===== config.mk =====
export PLATFORM = sky130hd
export DESIGN_NAME = mlaccel_qpi_host
export DESIGN_NICKNAME = d
export VERILOG_FILES = /design/src/rtl/mlaccel_qpi_pkg.sv /design/src/rtl/mlaccel_qpi_phase_timer.sv /design/src/rtl/mlaccel_qpi_host.sv
export SDC_FILE = /design/constraint.sdc
export NUM_CORES = 1
export LEC_CHECK = 0
export BUFFER_PORTS_ARGS = -buffer_cell sky130_fd_sc_hd__buf_2
export CAP_MARGIN = 15
export CORE_ASPECT_RATIO = 1.2
export CORE_MARGIN = 2
export CORE_UTILIZATION = 52
export CTS_CLUSTER_SIZE = 30
export DETAILED_ROUTE_END_ITERATION = 6
export PLACE_DENSITY = 0.75
export SYNTH_ARGS = -nofsm -noshare
export SYNTH_HDL_FRONTEND = slang
export SYNTH_HIERARCHICAL = 1
export SYNTH_SLANG_ARGS = --single-unit

===== constraint.sdc =====
create_clock -name clock -period 2.7 [get_ports clock]
set_input_delay 0.54 -clock clock [delete_from_list [all_inputs] [get_ports clock]]
set_output_delay 0.54 -clock clock [all_outputs]
set_load 0.005 [all_outputs]

===== src/rtl/mlaccel_qpi_pkg.sv =====
// Shared op/state encodings and lane-group helper for the QPI host master.
// Pure definitions; no logic or timing of its own.
// Backpressure: n/a.
package mlaccel_qpi_pkg;

    typedef enum logic [2:0] {
        QOP_START = 3'd0,
        QOP_SEND  = 3'd1,
        QOP_WAIT  = 3'd2,
        QOP_RECV  = 3'd3,
        QOP_STOP  = 3'd4,
        QOP_POLL  = 3'd5
    } op_e;

    typedef enum logic [2:0] {
        ST_IDLE,
        ST_START,
        ST_SHIFT,
        ST_WAIT_LO,
        ST_WAIT_HI,
        ST_STOP_LO,
        ST_STOP_HI,
        ST_RESP
    } state_e;

    // Lane group k of a byte, MSB group first, right-aligned in 4 bits.
    function automatic logic [3:0] lane_group(input logic [7:0] b,
                                              input int unsigned k,
                                              input int unsigned lanes);
        logic [7:0] sh;
        sh = b >> (8 - (k + 1) * lanes);
        return sh[3:0] & 4'((1 << lanes) - 1);
    endfunction

endpackage


===== src/rtl/mlaccel_qpi_phase_timer.sv =====
// Half-phase timer: counts CLKDIV clocks per phase while run is high.
// Latency: phase_end/last_clk are combinational from the count register.
// Backpressure: none; reloads whenever run is low.
module mlaccel_qpi_phase_timer #(
    parameter int CLKDIV = 2
) (
    input  logic clock,
    input  logic resetn,
    input  logic run,
    output logic phase_end,
    output logic last_clk
);

    localparam int CW = (CLKDIV > 1) ? $clog2(CLKDIV) : 1;
    localparam logic [CW-1:0] RELOAD = CW'(CLKDIV - 1);

    logic [CW-1:0] cnt_q, cnt_d;

    always_comb begin
        cnt_d = RELOAD;
        if (run && cnt_q != '0) begin
            cnt_d = cnt_q - 1'b1;
        end
    end

    always_ff @(posedge clock or negedge resetn) begin
        if (!resetn) begin
            cnt_q <= RELOAD;
        end else begin
            cnt_q <= cnt_d;
        end
    end

    assign last_clk  = (cnt_q == '0);
    assign phase_end = run && last_clk;

endmodule


===== src/rtl/mlaccel_qpi_host.sv =====
// QPI bus master executing START/SEND/WAIT/RECV/STOP/POLL byte ops on the pads.
// Latency: op starts the cycle after acceptance; each phase lasts CLKDIV clocks.
// Backpressure: cmd_ready only in IDLE; rsp is a pulse with no backpressure.
module mlaccel_qpi_host #(
    parameter int LANES    = 4,
    parameter int CLKDIV   = 2,
    parameter int POLL_MAX = 256
) (
    input  logic             clock,
    input  logic             resetn,
    input  logic             cmd_valid,
    output logic             cmd_ready,
    input  logic [2:0]       cmd_op,
    input  logic [7:0]       cmd_data,
    output logic             rsp_valid,
    output logic [7:0]       rsp_data,
    output logic             rsp_last,
    output logic             busy,
    output logic             proto_err,
    output logic             poll_tmo,
    output logic             qpi_csb,
    output logic             qpi_clk,
    output logic [LANES-1:0] qpi_io_o,
    output logic             qpi_io_oe,
    input  logic [LANES-1:0] qpi_io_i
);
    import mlaccel_qpi_pkg::*;

    localparam int BCW = $clog2(POLL_MAX + 1);
    localparam logic [BCW-1:0] PMAX    = BCW'(POLL_MAX);
    localparam logic [2:0]     LAST_PH = 3'(8 / LANES - 1);

    state_e           state_q, state_d;
    logic [2:0]       phase_q, phase_d;
    logic [7:0]       shift_q, shift_d;
    logic [BCW-1:0]   byte_cnt_q, byte_cnt_d;
    logic [7:0]       target_q, target_d;
    logic             rx_q, rx_d, poll_q, poll_d;
    logic             csb_q, csb_d, clk_q, clk_d, oe_q, oe_d;
    logic [LANES-1:0] io_q, io_d;
    logic             rsp_valid_q, rsp_valid_d, rsp_last_q, rsp_last_d;
    logic [7:0]       rsp_data_q, rsp_data_d;
    logic             proto_err_q, proto_err_d, poll_tmo_q, poll_tmo_d;

    logic             timer_run, phase_end, last_clk;
    logic [3:0]       grp_next, grp_first;
    logic [7:0]       rx_byte;
    logic [BCW-1:0]   cnt_next;
    logic             match, done;

    assign timer_run = (state_q != ST_IDLE) && (state_q != ST_RESP);

    mlaccel_qpi_phase_timer #(.CLKDIV(CLKDIV)) u_timer (
        .clock     (clock),
        .resetn    (resetn),
        .run       (timer_run),
        .phase_end (phase_end),
        .last_clk  (last_clk)
    );

    always_comb begin
        state_d     = state_q;
        phase_d     = phase_q;
        shift_d     = shift_q;
        byte_cnt_d  = byte_cnt_q;
        target_d    = target_q;
        rx_d        = rx_q;
        poll_d      = poll_q;
        csb_d       = csb_q;
        clk_d       = clk_q;
        oe_d        = oe_q;
        io_d        = io_q;
        rsp_valid_d = 1'b0;
        rsp_last_d  = 1'b0;
        rsp_data_d  = rsp_data_q;
        proto_err_d = proto_err_q;
        poll_tmo_d  = poll_tmo_q;

        grp_next  = lane_group(shift_q, 32'(phase_q + 3'd1), LANES);
        grp_first = lane_group(cmd_data, 0, LANES);
        rx_byte   = {shift_q[7-LANES:0], qpi_io_i};
        cnt_next  = (byte_cnt_q >= PMAX) ? byte_cnt_q : byte_cnt_q + 1'b1;
        match     = (rx_byte == target_q);
        done      = !poll_q || match || (cnt_next >= PMAX);

        case (state_q)
            ST_IDLE: begin
                if (cmd_valid) begin
                    case (op_e'(cmd_op))
                        QOP_START: begin
                            state_d     = ST_START;
                            csb_d       = 1'b0;
                            clk_d       = 1'b1;
                            proto_err_d = 1'b0;
                            poll_tmo_d  = 1'b0;
                        end
                        QOP_STOP: begin
                            state_d = ST_STOP_LO;
                            oe_d    = 1'b0;
                            clk_d   = 1'b0;
                        end
                        QOP_SEND, QOP_WAIT, QOP_RECV, QOP_POLL: begin
                            // Bus not selected: flag it and stay idle, pins untouched.
                            if (csb_q) begin
                                proto_err_d = 1'b1;
                            end else if (op_e'(cmd_op) == QOP_WAIT) begin
                                state_d = ST_WAIT_LO;
                                oe_d    = 1'b0;
                                clk_d   = 1'b0;
                            end else begin
                                state_d    = ST_SHIFT;
                                phase_d    = 3'd0;
                                clk_d      = 1'b0;
                                byte_cnt_d = '0;
                                target_d   = cmd_data;
                                shift_d    = cmd_data;
                                rx_d       = (op_e'(cmd_op) != QOP_SEND);
                                poll_d     = (op_e'(cmd_op) == QOP_POLL);
                                oe_d       = (op_e'(cmd_op) == QOP_SEND);
                                if (op_e'(cmd_op) == QOP_SEND) begin
                                    io_d = grp_first[LANES-1:0];
                                end
                            end
                        end
                        default: ;
                    endcase
                end
            end
            ST_START: begin
                if (phase_end) state_d = ST_IDLE;
            end
            ST_SHIFT: begin
                if (rx_q && last_clk) shift_d = rx_byte;
                if (phase_end) begin
                    if (phase_q == LAST_PH) begin
                        if (rx_q) begin
                            state_d     = ST_RESP;
                            rsp_valid_d = 1'b1;
                            rsp_data_d  = rx_byte;
                            rsp_last_d  = done;
                            byte_cnt_d  = cnt_next;
                            if (poll_q && !match && cnt_next >= PMAX) poll_tmo_d = 1'b1;
                        end else begin
                            state_d = ST_IDLE;
                        end
                    end else begin
                        phase_d = phase_q + 3'd1;
                        clk_d   = !clk_q;
                        if (!rx_q) io_d = grp_next[LANES-1:0];
                    end
                end
            end
            ST_RESP: begin
                // rsp_last_q is still the flag of the byte just emitted.
                if (rsp_last_q) begin
                    state_d = ST_IDLE;
                end else begin
                    state_d = ST_SHIFT;
                    phase_d = 3'd0;
                    clk_d   = 1'b0;
                end
            end
            ST_WAIT_LO, ST_STOP_LO: begin
                if (phase_end) begin
                    state_d = (state_q == ST_WAIT_LO) ? ST_WAIT_HI : ST_STOP_HI;
                    phase_d = 3'd0;
                    clk_d   = 1'b1;
                    if (state_q == ST_STOP_LO) csb_d = 1'b1;
                end
            end
            ST_WAIT_HI, ST_STOP_HI: begin
                if (phase_end) begin
                    if (phase_q == 3'd1) state_d = ST_IDLE;
                    else                 phase_d = phase_q + 3'd1;
                end
            end
            default: state_d = ST_IDLE;
        endcase
    end

    always_ff @(posedge clock or negedge resetn) begin
        if (!resetn) begin
            state_q     <= ST_IDLE;
            phase_q     <= 3'd0;
            shift_q     <= 8'd0;
            byte_cnt_q  <= '0;
            target_q    <= 8'd0;
            rx_q        <= 1'b0;
            poll_q      <= 1'b0;
            csb_q       <= 1'b1;
            clk_q       <= 1'b1;
            oe_q        <= 1'b0;
            io_q        <= '0;
            rsp_valid_q <= 1'b0;
            rsp_last_q  <= 1'b0;
            rsp_data_q  <= 8'd0;
            proto_err_q <= 1'b0;
            poll_tmo_q  <= 1'b0;
        end else begin
            state_q     <= state_d;
            phase_q     <= phase_d;
            shift_q     <= shift_d;
            byte_cnt_q  <= byte_cnt_d;
            target_q    <= target_d;
            rx_q        <= rx_d;
            poll_q      <= poll_d;
            csb_q       <= csb_d;
            clk_q       <= clk_d;
            oe_q        <= oe_d;
            io_q        <= io_d;
            rsp_valid_q <= rsp_valid_d;
            rsp_last_q  <= rsp_last_d;
            rsp_data_q  <= rsp_data_d;
            proto_err_q <= proto_err_d;
            poll_tmo_q  <= poll_tmo_d;
        end
    end

    assign cmd_ready = (state_q == ST_IDLE);
    assign busy      = !cmd_ready;
    assign rsp_valid = rsp_valid_q;
    assign rsp_data  = rsp_data_q;
    assign rsp_last  = rsp_last_q;
    assign proto_err = proto_err_q;
    assign poll_tmo  = poll_tmo_q;
    assign qpi_csb   = csb_q;
    assign qpi_clk   = clk_q;
    assign qpi_io_o  = io_q;
    assign qpi_io_oe = oe_q;

endmodule


# Yosys cells after proc, flatten, opt, wreduce, memory -nomap -nowiden
# Cells that the tools add are included.
op_classes:
  n_addsub: 6
  mul: 0
  n_div: 0
  order_cmp: 2
  eq_ne: 41
  shifts: 1
  n_mux: 78
  n_bitwise: 3
  n_reduce_logical: 37
op_table:
  columns: ["cell", "count"]
  rows:
  - ["$mux 9", 8]
  - ["$mux 3", 16]
  - ["$mux 8", 5]
  - ["$ne 2x2->1 const B", 19]
  - ["$mux 4", 8]
  - ["$shr 8x32->4", 1]
  - ["$mux 1", 27]
  - ["$reduce_and 9->1", 3]
  - ["$eq 3x3->1 const B", 6]
  - ["$ge 9x9->1 const B", 2]
  - ["$pmux 3 s6", 1]
  - ["$pmux 9 s2", 1]
  - ["$pmux 8 s2", 1]
  - ["$reduce_and 8->1", 2]
  - ["$eq 3x2->1 const B", 4]
  - ["$pmux 3 s4", 1]
  - ["$reduce_and 4->1", 3]
  - ["$reduce_and 5->1", 2]
  - ["$add 9x1->9 const B", 1]
  - ["$eq 3x1->1 const B", 3]
  - ["$pmux 3 s3", 1]
  - ["$eq 8x8->1", 1]
  - ["$ne 2x1->1 const B", 4]
  - ["$pmux 1 s2", 4]
  - ["other kinds (25)", 44]
totals:
  regBits: 53
  latch_bits: 0
  ramBits: 0
  mem_bits_ro: 0
  input_bits: 18
  word_cells: 185
  memories: 0

# Longest topological paths before layout
# Gate-level depths: netlist of run 1.
logic_depth:
  ltp_word: 9
  depth_mapped: 10

# By module
# The synthesis of run 1 kept the hierarchy.
modules_own_cells:
  columns: ["module", "instances", "cells_each", "area_each_um2", "seq_area_each_um2"]
  rows:
  - ["mlaccel_qpi_host", 1, 291, 2894.0, 1303.8]
  - ["mlaccel_qpi_phase_timer", 1, 4, 40.0, 26.3]

# Least setup slack after synthesis of run 1
# Ideal clock, no wire load.
synth_path:
  path_type: "register to register"
  from: "register state_q[2]"
  to: "register io_q[0], in the netlist qpi_io_o[0]"
  arrival_ns: 2.483
  t_required_ns: 2.575
  slack_ns: 0.093
  stages_incl_launch_ff: 11
  synth_period_minus_slack_ns: 2.607
  path_cell_list: "dfrtp_1 > buf_2 > buf_2 > and2_1 > a21oi_1 > nor2b_1 > inv_1 > a21o_1 > or3b_1 > a21boi_2 > mux2_2"
synth_between:
  elab_chain_len: 5
  word_cells_on_any_way: 17
synth_rtl:
  columns: ["element", "line", "rtl"]
  rows:
  - ["from (decl)", "mlaccel_qpi_host.sv:33", "state_e state_q, state_d;"]
  - ["from (signal assigned)", "mlaccel_qpi_host.sv:200", "state_q <= state_d;"]
  - ["$ne 3x3->1 / $reduce_bool 3->1 (equally long branches)", "mlaccel_qpi_host.sv:51", "assign timer_run = (state_q != ST_IDLE) && (state_q != ST_RESP);"]
  - ["$logic_and 1x1->1 (*)", "mlaccel_qpi_host.sv:51", null]
  - ["via timer_run", "mlaccel_qpi_host.sv:45", "logic timer_run, phase_end, last_clk;"]
  - ["$logic_and 1x1->1 (*)", "mlaccel_qpi_phase_timer.sv:35", "assign phase_end = run && last_clk;"]
  - ["via phase_end", "mlaccel_qpi_host.sv:45", null]
  - ["$ne 2x2->1 (no line) (*)", null, null]
  - ["$reduce_and 9->1 (no line) (*)", null, null]
  - ["to (signal assigned)", "mlaccel_qpi_host.sv:210", "io_q <= io_d;"]
  - ["to (decl)", "mlaccel_qpi_host.sv:40", "logic [LANES-1:0] io_q, io_d;"]
# Mark *: on every way through the listed nets, which the timed path passes. The rest lies on a longest branch.
# A chain may end at the register's enable or synchronous reset.

# Final worst setup path of run 1
layout_path:
  from: "register state_q[0]"
  to: "register byte_cnt_q[0]"
layout_between:
  elab_chain_len: 5
  word_cells_on_any_way: 16
layout_rtl:
  columns: ["element", "line", "rtl"]
  rows:
  - ["$ne 3x3->1 / $reduce_bool 3->1 (equally long branches)", "mlaccel_qpi_host.sv:51", null]
  - ["$logic_and 1x1->1 (*)", "mlaccel_qpi_host.sv:51", null]
  - ["via timer_run", "mlaccel_qpi_host.sv:45", null]
  - ["$logic_and 1x1->1 (*)", "mlaccel_qpi_phase_timer.sv:35", null]
  - ["via phase_end", "mlaccel_qpi_host.sv:45", null]
  - ["$ne 2x2->1 (no line) (*)", null, null]
  - ["$reduce_and 8->1 (no line) (*)", null, null]
  - ["to (signal assigned)", "mlaccel_qpi_host.sv:203", "byte_cnt_q <= byte_cnt_d;"]
  - ["to (decl)", "mlaccel_qpi_host.sv:36", "logic [BCW-1:0] byte_cnt_q, byte_cnt_d;"]
# Marked as above.

==> run summary, run 1 <==
CP startpoint = state_q[0]$_DFFE_PN0P_
Synth cell types = 55
Share of cells above drive strength 1 = 26.8%
Layout fillers = 452
Die area = 0.00626 mm²
CTS Hold Bufs = 0
Worst hold margin = 0.217 ns
Post-synth top area share = 42.6%
DR iter-0 viols = 219
WP data required = 2.90 ns
Ys async rst share = 100%
Utilization after layout = 62.2%
Post CTS Setup Buffer Count = 0
Placement Cell Area = 0.00323 mm²
Sequential power share = 40.1%
Die Ht = 86.3 µm
Routed met1 length = 2750 µm
Sw power = 1.36 mW
Antenna Cells = 0
Max Clk Rate = 0.413 GHz
Sink Count = 53
Clk pwr share = 15.7%
Maximum buffer depth of the clock tree = 2
Worst-path fanout max = 8
Inserted Clock Buffers = 5
Grt total ovfl = 0
Design area = 0.00334 mm²
Commonest cells post-synth = dfrtp_1, nand2_1, o21ai_0
Reg area = 0.00133 mm²
Clock-pin slew on the worst setup and hold paths = 0.10 ns
Post-route antenna net violation count = 0
Non-Filler Instances = 401
Worst-skew pair later-pin latency = 0.31 ns
Residual DRC = 0
Top-count cell post-synth = dfrtp_1
Die W = 72.6 µm
Post-DR wirelength/cell = 15.9 µm
Fin Setup TNS = 0 ns
First-pass GRT wire length = 10600 µm
Critical path type = reg2reg
Post-Route WL = 6390 µm
Top FF cell, synth = dfrtp_1
H-tree Lvls = 2
RSZ-0062 raised after global routing = no
Top Layer Used = met4
Input/output buffers = 38
Max Cap Viol = 0
Row cnt = 29
Slew HR = 61.3%
Vias = 2350
Crit start category = flip-flop
Count of pins over their slew limit = 0
Largest net degree at the start of global routing = 26
Worst Max-Slew Pin Slew = 0.581 ns
Post-synthesis sequential area ratio = 45.3%
Min cycle time layout = 2.42 ns
Post-synth top area cell = dfrtp_1
Final setup margin = 0.276 ns
CTS tree = built
Syn nets = 321
Multi-input gate area = 0.00149 mm²
CTS root buf = clkbuf_8
Synthesis-to-finish area growth = 13.8%
Post-Syn Area per Cell = 9.95 µm²
Core area = 0.00537 mm²
Largest cells by area after synthesis = dfrtp_1, mux2_2, o21ai_0
NumNets Final = 364
Combinational power share = 44.2%
VDD IR max = 666 µV
P_int = 2.17 mW
Worst r2r src = state_q[0]$_DFFE_PN0P_
Reg-to-reg setup timing slack = 0.28 ns
Reg2Reg Depth = 9
# IOs = 39
Post-synth EDFFs = 0
Synth Instances = 295
Lkg Pwr = 1.59 nW
DP HPWL = 4740 µm
Initial antenna violation count = 0
Worst Path Arrival = 2.62 ns
Initial Util = 54.6%
Power per cell area = 1060 mW/mm²
Post_cts resized = 0
Area of the mapped netlist = 0.00293 mm²
Number of global-route vias before repair = 2303
Run status = complete, no violations
Pre-CTS WS = 0.311 ns
Hold Path Class = in2async
Crit path capture = byte_cnt_q[0]$_DFFE_PN0P_
Post-route clock skew = 0.0120 ns
Pwr Total = 3.53 mW
WL met3 = 263 µm
Final setup viols = 0
DR pass1 iterations = 5
Fin crit share = 89.8%
Seq cells post-synth = 53
Post-Place Cells = 393
Net Sw Frac = 38.5%
Met2 WL = 3250 µm
Via/cell ratio = 5.86
Critical Path Sink Type = flip-flop
Final hold vios = 0
Routability congestion estimate = 0.877
YS warnings = 6
Total GRT Usage = 21.6%
Reg2reg end = byte_cnt_q[0]$_DFFE_PN0P_
## metal layers
metal,vias to the layer above,track usage (%)
met2,69,36.7
met4,0,8.25
met3,10,3.26
met5,-,0
met1,1128,27.8
li1,1143,-
## worst min-delay path by stage
stage                            start                        end  slack, ns  depth (start not counted)
2_1_floorplan                   resetn  byte_cnt_q[0]$_DFFE_PN0P_       0.24                          0
3_3_place_gp    shift_q[4]$_DFFE_PN0P_     shift_q[4]$_DFFE_PN0P_       0.46                          1
3_5_place_dp   u_timer/cnt_q$_DFF_PN1_    u_timer/cnt_q$_DFF_PN1_       0.46                          1
4_1_cts                         resetn      proto_err$_DFFE_PN0P_       0.24                          1
5_1_grt                         resetn    rsp_data[1]$_DFFE_PN0P_       0.26                          1
6_report                        resetn      proto_err$_DFFE_PN0P_       0.22                          1
## area by class of cell
cell class                      count  area share (%)
Multi-Input combinational cell    215            44.7
Sequential cell                    53            39.8
Timing Repair Buffer               50            8.39
Clock buffer                        6            2.17
Clock inverter                      2            1.16
Inverter                           13            1.46
Tap cell                           62            2.32
## power groups by stage
| stage | registers (mW) | logic (mW) | clock network, mW |
|---|---|---|---|
| floorplan | 1.35 | 1.12 | 0 |
| global placement | 1.41 | 1.52 | 0 |
| detailed placement | 1.43 | 1.56 | 0 |
| CTS | 1.41 | 1.57 | 0.557 |
| global route | 1.45 | 1.75 | 0.591 |
| finish | 1.41 | 1.56 | 0.553 |
## cell families (layout without fill, tap and decap cells)
logic type | Yosys count | count (layout) | share of synthesized area (%)
and+or+nand+nor | 89 | 89 | 16.0
DFF | 53 | 53 | 45.3
xor gates and xnor gates | 8 | 8 | 2.39
AOI/OAI and AO/OA | 79 | 79 | 17.3
adders and majority gates | 8 | 8 | 3.41
buffers and inverters | 27 | 71 | 3.84
muxes | 31 | 31 | 11.7
## cell usage in the layout, fill, tap and decap left out, drive strengths merged, types with 2 or more instances in the layout
cell	n
mux2i	8
o21ai	30
dfrtp	50
a21oi	13
nand4	2
a21o	6
mux2	23
o2111ai	2
a31oi	8
and3b	2
and2	5
inv	13
or3	2
clkbuf	6
o31ai	4
a22o	3
buf	50
nor4	2
dfstp	3
and3	2
a221o	2
nand3	7
ha	8
nor2b	5
xor2	8
nor3	7
nor2	14
nand2	34
## registers in the layout, summed over array words and instances (netlist names), 3 cells and up
| name | count |
|---|---|
| byte_cnt_q | 9 |
| phase_q | 3 |
| qpi_io_o | 4 |
| rsp_data | 8 |
| shift_q | 8 |
| state_q | 3 |
| target_q | 8 |
## critical path: stages, from the launching register on
cell     delay, ns
dfrtp_1       0.45
and2_1        0.18
a21oi_1       0.20
nor2b_1       0.20
buf_4         0.16
and3b_1       0.24
nand3_2       0.11
a22o_1        0.33
a21o_1        0.20
mux2_4        0.25
Power figures use the tool's default switching activity.
==> run 2: changes to the inputs <==
--- a/config.mk
+++ b/config.mk
@@ -15,5 +15,4 @@
 export PLACE_DENSITY = 0.75
 export SYNTH_ARGS = -nofsm -noshare
 export SYNTH_HDL_FRONTEND = slang
-export SYNTH_HIERARCHICAL = 1
 export SYNTH_SLANG_ARGS = --single-unit
==> run summary, run 2 <==
Final setup viols = 0 (unchanged)
Post-Route WL = 6600 µm (+3.4%)
Most common cell after layout, fill and taps aside = dfrtp_1
Max reg flops = 9 (unchanged)
Worst-skew pair later-pin latency = 0.31 ns (about the same)
Post-Place Cells = 409 (+4.1%)
Die area = 0.00653 mm² (+4.2%)
CTS tree = built
DR pass1 iterations = 4 (-1)
Worst path buffer plus inverter count = 0 (-1)
Core area = 0.00567 mm² (+5.5%)
Worst Max-Slew Pin Slew = 0.798 ns (+0.218 ns)
Total GRT Usage = 22.9% (+1.3 points)
Post-synth top area share = 40.8% (-1.8 points)
Reg2reg end = qpi_io_o[1]$_DFFE_PN0P_
Post-route clock skew = 0.0138 ns (+0.00173 ns)
Residual DRC = 0 (unchanged)
Routability congestion estimate = 0.831 (-5.3%)
Top-count cell post-synth = dfrtp_1
NumNets Final = 362 (-0.55%)
First-pass GRT wire length = 11400 µm (+7.9%)
Fin crit share = 89.8% (about the same)
DP HPWL = 4780 µm (+0.92%)
Seq cells post-synth = 53 (unchanged)
Number of global-route vias before repair = 2406 (+4.5%)
Largest cells by area after synthesis = dfrtp_1, mux2_2, nand2_1
Max Clk Rate = 0.412 GHz (about the same)
CTS root buf = clkbuf_8
Largest net degree at the start of global routing = 22 (-15%)
Clock-pin slew on the worst setup and hold paths = 0.10 ns (about the same)
Slew HR = 45.4% (-16 points)
Most frequent cells in the layout = dfrtp_1, buf_2, nand2_1
Post-synthesis sequential area ratio = 43.4% (-1.9 points)
Sink Count = 53 (unchanged)
Largest delay contributor family on the critical path = flip-flops
Lkg Pwr = 1.55 nW (-2.5%)
Maximum buffer depth of the clock tree = 2 (unchanged)
Input/output buffers = 38 (unchanged)
Initial Util = 54.1% (-0.55 points)
Ys async rst share = 100% (unchanged)
Count of pins over their slew limit = 0 (unchanged)
Max Cap Viol = 0 (unchanged)
Synth cell types = 56 (+1.8%)
Post-synth EDFFs = 0 (unchanged)
DR iter-0 viols = 232 (+5.9%)
Via/cell ratio = 5.59 (-4.5%)
Largest stage delay, worst path = 0.61 ns (+0.16 ns)
Commonest cells post-synth = dfrtp_1, nand2_1, mux2_2
H-tree Lvls = 2 (unchanged)
Fin Setup TNS = 0 ns (unchanged)
Hold Path Class = in2async
Non-Filler Instances = 417 (+4.0%)
Synth Instances = 302 (+2.4%)
Top FF cell, synth = dfrtp_1
Post-synth top area cell = dfrtp_1
Crit path cell chain = ha_1 -> nor2b_1 -> or2_2 -> nor3b_1 -> o21ai_0 -> mux2_2
WP data required = 2.90 ns (about the same)
YS warnings = 0 (-6)
Post-DR wirelength/cell = 15.8 µm (-0.57%)
Area of the mapped netlist = 0.00307 mm² (+4.5%)
Layout fillers = 467 (+3.3%)
RSZ-0062 raised after global routing = no
Antenna Cells = 0 (unchanged)
CTS Hold Bufs = 0 (unchanged)
Run status = complete, no violations
Post_cts resized = 0 (unchanged)
Min cycle time layout = 2.43 ns (+0.00123 ns)
Row cnt = 30 (+3.4%)
Worst-path fanout max = 10 (+2)
Inserted Clock Buffers = 5 (unchanged)
VDD IR max = 495 µV (-26%)
Final hold vios = 0 (unchanged)
Grt total ovfl = 0 (unchanged)
Reg2Reg Depth = 6 (-3)
Post-Syn Area per Cell = 10.2 µm² (+2.1%)
Share of cells above drive strength 1 = 26.7% (-0.14 points)
Reg-to-reg setup timing slack = 0.27 ns (about the same)
Worst r2r src = phase_q[0]$_DFFE_PN0P_
Worst Path Arrival = 2.63 ns (about the same)
Critical Path Sink Type = flip-flop
Post CTS Setup Buffer Count = 0 (unchanged)
Most flops, register = byte_cnt_q
Power per cell area = 1010 mW/mm² (-4.2%)
Post-route antenna net violation count = 0 (unchanged)
CP max-delay cell = dfrtp_1
Synthesis-to-finish area growth = 11.5%
Critical path type = reg2reg
Crit start category = flip-flop
# IOs = 39 (unchanged)
Initial antenna violation count = 0 (unchanged)
Syn nets = 328 (+2.2%)
Die Ht = 88.1 µm (+2.1%)
Die W = 74.1 µm (+2.1%)
Vias = 2333 (-0.72%)
[run 2: cell count changes after synthesis, moves of 3 or more]
cell / before / now
a21boi_0: 0 / 3
clkbuf_1: 4 / 7
a31oi_1: 8 / 4
o31ai_1: 4 / 1
xnor2_1: 0 / 7
and2_1: 5 / 2
a2111oi_2: 0 / 3
buf_6: 0 / 4
nand2b_1: 1 / 4
o21ai_0: 29 / 17
nor2_2: 0 / 3
a211oi_1: 0 / 3
[run 2: per-stage QoR]
| step | worst slack (ns) | hold WS [ns] | instance area [µm²] | utilization [%] | total power, mW |
|---|---|---|---|---|---|
| 2_1_floorplan | 0.669 | 0.244 | 3070 | - | 2.49 |
| 3_3_place_gp | 0.300 | 0.455 | 3310 | 58.3 | 2.87 |
| 3_5_place_dp | 0.311 | 0.463 | 3310 | 58.3 | 2.93 |
| 4_1_cts | 0.282 | 0.126 | 3420 | 60.3 | 3.47 |
| 5_1_grt | 0.0711 | 0.121 | 3420 | 60.3 | 3.75 |
| 6_report | 0.275 | 0.115 | 3420 | 60.3 | 3.46 |
[run 2: worst reg2reg max path: cells and delay by family, from the launching register on]
kind | cells | cell delay (ns)
AOI/OAI and AO/OA | 1 | 0.52
adders and majority gates | 1 | 0.27
DFF | 1 | 0.61
muxes | 1 | 0.40
and+or+nand+nor | 3 | 0.52
[run 2: logic make-up (layout without fill, tap and decap cells)]
family                     after synthesis  after routing  share of synthesized area, %
AOI/OAI and AO/OA                       73             73                          17.2
and+or+nand+nor                         92             92                          16.2
DFF                                     53             53                          43.4
muxes                                   30             30                          10.7
buffers and inverters                   31             66                          5.02
adders and majority gates                8              8                          3.27
xor gates and xnor gates                15             15                          4.29
[run 2: layout make-up]
cell class / instances / area (µm²) / area share, %
flip-flops and latches: 53 / 1330 / 38.9
multi-input cells: 218 / 1580 / 46.3
repair buffers: 46 / 250 / 7.32
clock buffers: 6 / 72.6 / 2.12
well taps: 80 / 100 / 2.93
clock inverters: 2 / 38.8 / 1.13
inverters: 12 / 45.0 / 1.32
[run 2: power by group]
part	leakage [nW]	switching [mW]	internal [mW]
logic	0.829	0.722	0.694
clock network	0.0554	0.260	0.279
registers	0.665	0.364	1.14
total	1.55	1.35	2.11
[run 2: routing by layer]
metal / GRT usage (%) / wire length (µm) / up-vias / share of wire, %
met2: 38.6 / 3380 / 56 / 51
met4: 8.10 / 128 / 0 / 1.9
met3: 3.11 / 224 / 8 / 3.4
met5: 0 / 0 / - / 0
met1: 30.2 / 2870 / 1129 / 43
li1: - / - / 1140 / -
[run 2: how the worst max path moves through the flow]
stage,from,endpoint,slack (ns),cells past startpoint
after CTS,phase_q[0]$_DFFE_PN0P_,qpi_io_o[1]$_DFFE_PN0P_,0.28,6
after global routing,phase_q[0]$_DFFE_PN0P_,qpi_io_o[1]$_DFFE_PN0P_,0.07,6
final,phase_q[0]$_DFFE_PN0P_,qpi_io_o[1]$_DFFE_PN0P_,0.27,6
after detailed placement,phase_q[0]$_DFFE_PN0P_,qpi_io_o[3]$_DFFE_PN0P_,0.31,6
after global placement,phase_q[0]$_DFFE_PN0P_,qpi_io_o[0]$_DFFE_PN0P_,0.30,6
after floorplan,cmd_op[1],shift_q[4]$_DFFE_PN0P_,0.67,7
==> run 3: changes to the inputs <==
--- a/config.mk
+++ b/config.mk
@@ -13,6 +13,7 @@
 export CTS_CLUSTER_SIZE = 30
 export DETAILED_ROUTE_END_ITERATION = 6
 export PLACE_DENSITY = 0.75
+export REMOVE_ABC_BUFFERS = 1
 export SYNTH_ARGS = -nofsm -noshare
 export SYNTH_HDL_FRONTEND = slang
 export SYNTH_SLANG_ARGS = --single-unit
==> run summary, run 3 (synthesis results as in run 2) <==
Worst hold margin = 0.0698 ns (-0.0449 ns)
Final setup margin = 0.309 ns (+0.0345 ns)
P_int = 2.14 mW (+1.1%)
Worst Max-Slew Pin Slew = 0.706 ns (-0.0924 ns)
Core area = 0.00567 mm² (unchanged)
Post-Place Cells = 408 (-0.24%)
Crit start category = flip-flop
Initial Util = 54.1% (unchanged)
Critical Path Sink Type = flip-flop
Critical path type = reg2reg
Count of pins over their slew limit = 0 (unchanged)
Die Ht = 88.1 µm (unchanged)
Most flops, register = byte_cnt_q
CP max-delay cell = dfrtp_1
Largest net degree at the start of global routing = 23 (+4.5%)
Initial antenna violation count = 0 (unchanged)
Worst Path Arrival = 2.61 ns (-0.02 ns)
WP data required = 2.92 ns (+0.02 ns)
CTS tree = built
Row cnt = 30 (unchanged)
DP HPWL = 4730 µm (-1.1%)
Most common cell after layout, fill and taps aside = dfrtp_1
Slew HR = 51.7% (+6.3 points)
Post-route antenna net violation count = 0 (unchanged)
Pre-CTS WS = 0.306 ns (-0.00505 ns)
Sw power = 1.35 mW (+0.61%)
First-pass GRT wire length = 11000 µm (-3.5%)
Final setup viols = 0 (unchanged)
Via/cell ratio = 5.61 (+0.28%)
H-tree Lvls = 2 (unchanged)
CTS root buf = clkbuf_8
Antenna Cells = 0 (unchanged)
Routability congestion estimate = 0.871 (+4.9%)
Sequential power share = 43.4% (about the same)
Most frequent cells in the layout = dfrtp_1, buf_2, nand2_1
Final hold vios = 0 (unchanged)
Post-route clock skew = 0.0120 ns (-0.00171 ns)
Fin crit share = 88.6% (-1.3 points)
Worst-path fanout max = 10 (unchanged)
Design area = 0.00342 mm² (+0.15%)
Combinational power share = 39.5% (-1.4 points)
Die W = 74.1 µm (unchanged)
DR pass1 iterations = 4 (unchanged)
Inserted Clock Buffers = 5 (unchanged)
Clock-pin slew on the worst setup and hold paths = 0.11 ns (about the same)
RSZ-0062 raised after global routing = no
Non-Filler Instances = 416 (-0.24%)
Max reg flops = 9 (unchanged)
Worst-skew pair later-pin latency = 0.33 ns (+0.02 ns)
Sink Count = 53 (unchanged)
CTS Hold Bufs = 0 (unchanged)
Largest delay contributor family on the critical path = flip-flops
Vias = 2334 (+0.043%)
Largest stage delay, worst path = 0.59 ns (-0.02 ns)
Pwr Total = 3.49 mW (+0.92%)
Post-Route WL = 6480 µm (-2.0%)
Min cycle time layout = 2.39 ns (-0.0345 ns)
Maximum buffer depth of the clock tree = 2 (unchanged)
Clk pwr share = 17.1% (+1.5 points)
Grt total ovfl = 0 (unchanged)
Max Clk Rate = 0.418 GHz (+1.4%)
Utilization after layout = 60.4% (+0.088 points)
Number of global-route vias before repair = 2347 (-2.5%)
Fin Setup TNS = 0 ns (unchanged)
Worst path buffer plus inverter count = 0 (unchanged)
Input/output buffers = 38 (unchanged)
Run status = complete, no violations
Synthesis-to-finish area growth = 11.7%
Net Sw Frac = 38.8% (-0.12 points)
VDD IR max = 451 µV (-9.0%)
Max Cap Viol = 0 (unchanged)
Post CTS Setup Buffer Count = 0 (unchanged)
NumNets Final = 361 (-0.28%)
Post-DR wirelength/cell = 15.6 µm (-1.7%)
Post_cts resized = 0 (unchanged)
Residual DRC = 0 (unchanged)
Crit path cell chain = ha_1 -> nor2b_1 -> or2_2 -> nor3b_1 -> o21ai_0 -> mux2_2
Total GRT Usage = 22.1% (-0.79 points)
# IOs = 39 (unchanged)
Share of cells above drive strength 1 = 26.8% (+0.079 points)
Die area = 0.00653 mm² (unchanged)
DR iter-0 viols = 127 (-45%)
Lkg Pwr = 1.55 nW (+0.17%)
Hold Path Class = in2async
Placement Cell Area = 0.00330 mm² (-0.23%)
Power per cell area = 1020 mW/mm² (+0.77%)
## run 3: changes by cell type in the layout (fill, tap and decap cells not counted), sizes merged
cell | previous run | this run
inv | 12 | 13
clkinv | 1 | 0
buf | 46 | 45
## run 3: final timing paths
kind	cells after the start	slack, ns	endpoint	startpoint
setup / recovery	6	0.31	qpi_io_o[0]$_DFFE_PN0P_	phase_q[0]$_DFFE_PN0P_
hold / removal	1	0.07	phase_q[1]$_DFFE_PN0P_	resetn
setup reg to reg	6	0.31	qpi_io_o[0]$_DFFE_PN0P_	phase_q[0]$_DFFE_PN0P_
hold reg to reg	2	0.48	qpi_clk$_DFFE_PN1P_	qpi_clk$_DFFE_PN1P_
max in group asynchronous	2	2.05	byte_cnt_q[0]$_DFFE_PN0P_	resetn
min in group clock	2	0.46	target_q[5]$_DFFE_PN0P_	cmd_data[5]
## run 3: worst reg2reg max path: cells and delay by family, from the launching register on
family                   cells  cell delay [ns]
AO/OA/AOI/OAI                1             0.49
adder cells (fa/ha/maj)      1             0.27
AND/OR/NAND/NOR              3             0.52
multiplexers                 1             0.41
flip-flops                   1             0.59
## run 3: area by class of cell
class	instances	area, µm²
Clock inverter	2	41.3
Multi-Input combinational cell	218	1580
Fill cell	471	2240
Tap cell	80	100
Sequential cell	53	1330
Timing Repair Buffer	45	243
Inverter	12	45.0
Clock buffer	6	82.6
## run 3: power groups by stage
stage          logic [mW]  clock network [mW]  registers, mW
2_1_floorplan       0.966                   0           1.45
4_1_cts              1.40               0.607           1.51
3_5_place_dp         1.38                   0           1.53
3_3_place_gp         1.33                   0           1.51
6_report             1.38               0.598           1.52
5_1_grt              1.57               0.627           1.57
## run 3: metal layers
layer  track usage (%)  share of wire, %  up-vias
met5                 0                 0        -
met4              9.42               1.9        0
met3              3.11               3.0        7
met2              37.2                50       37
met1              28.4                45     1150
li1                  -                 -     1140
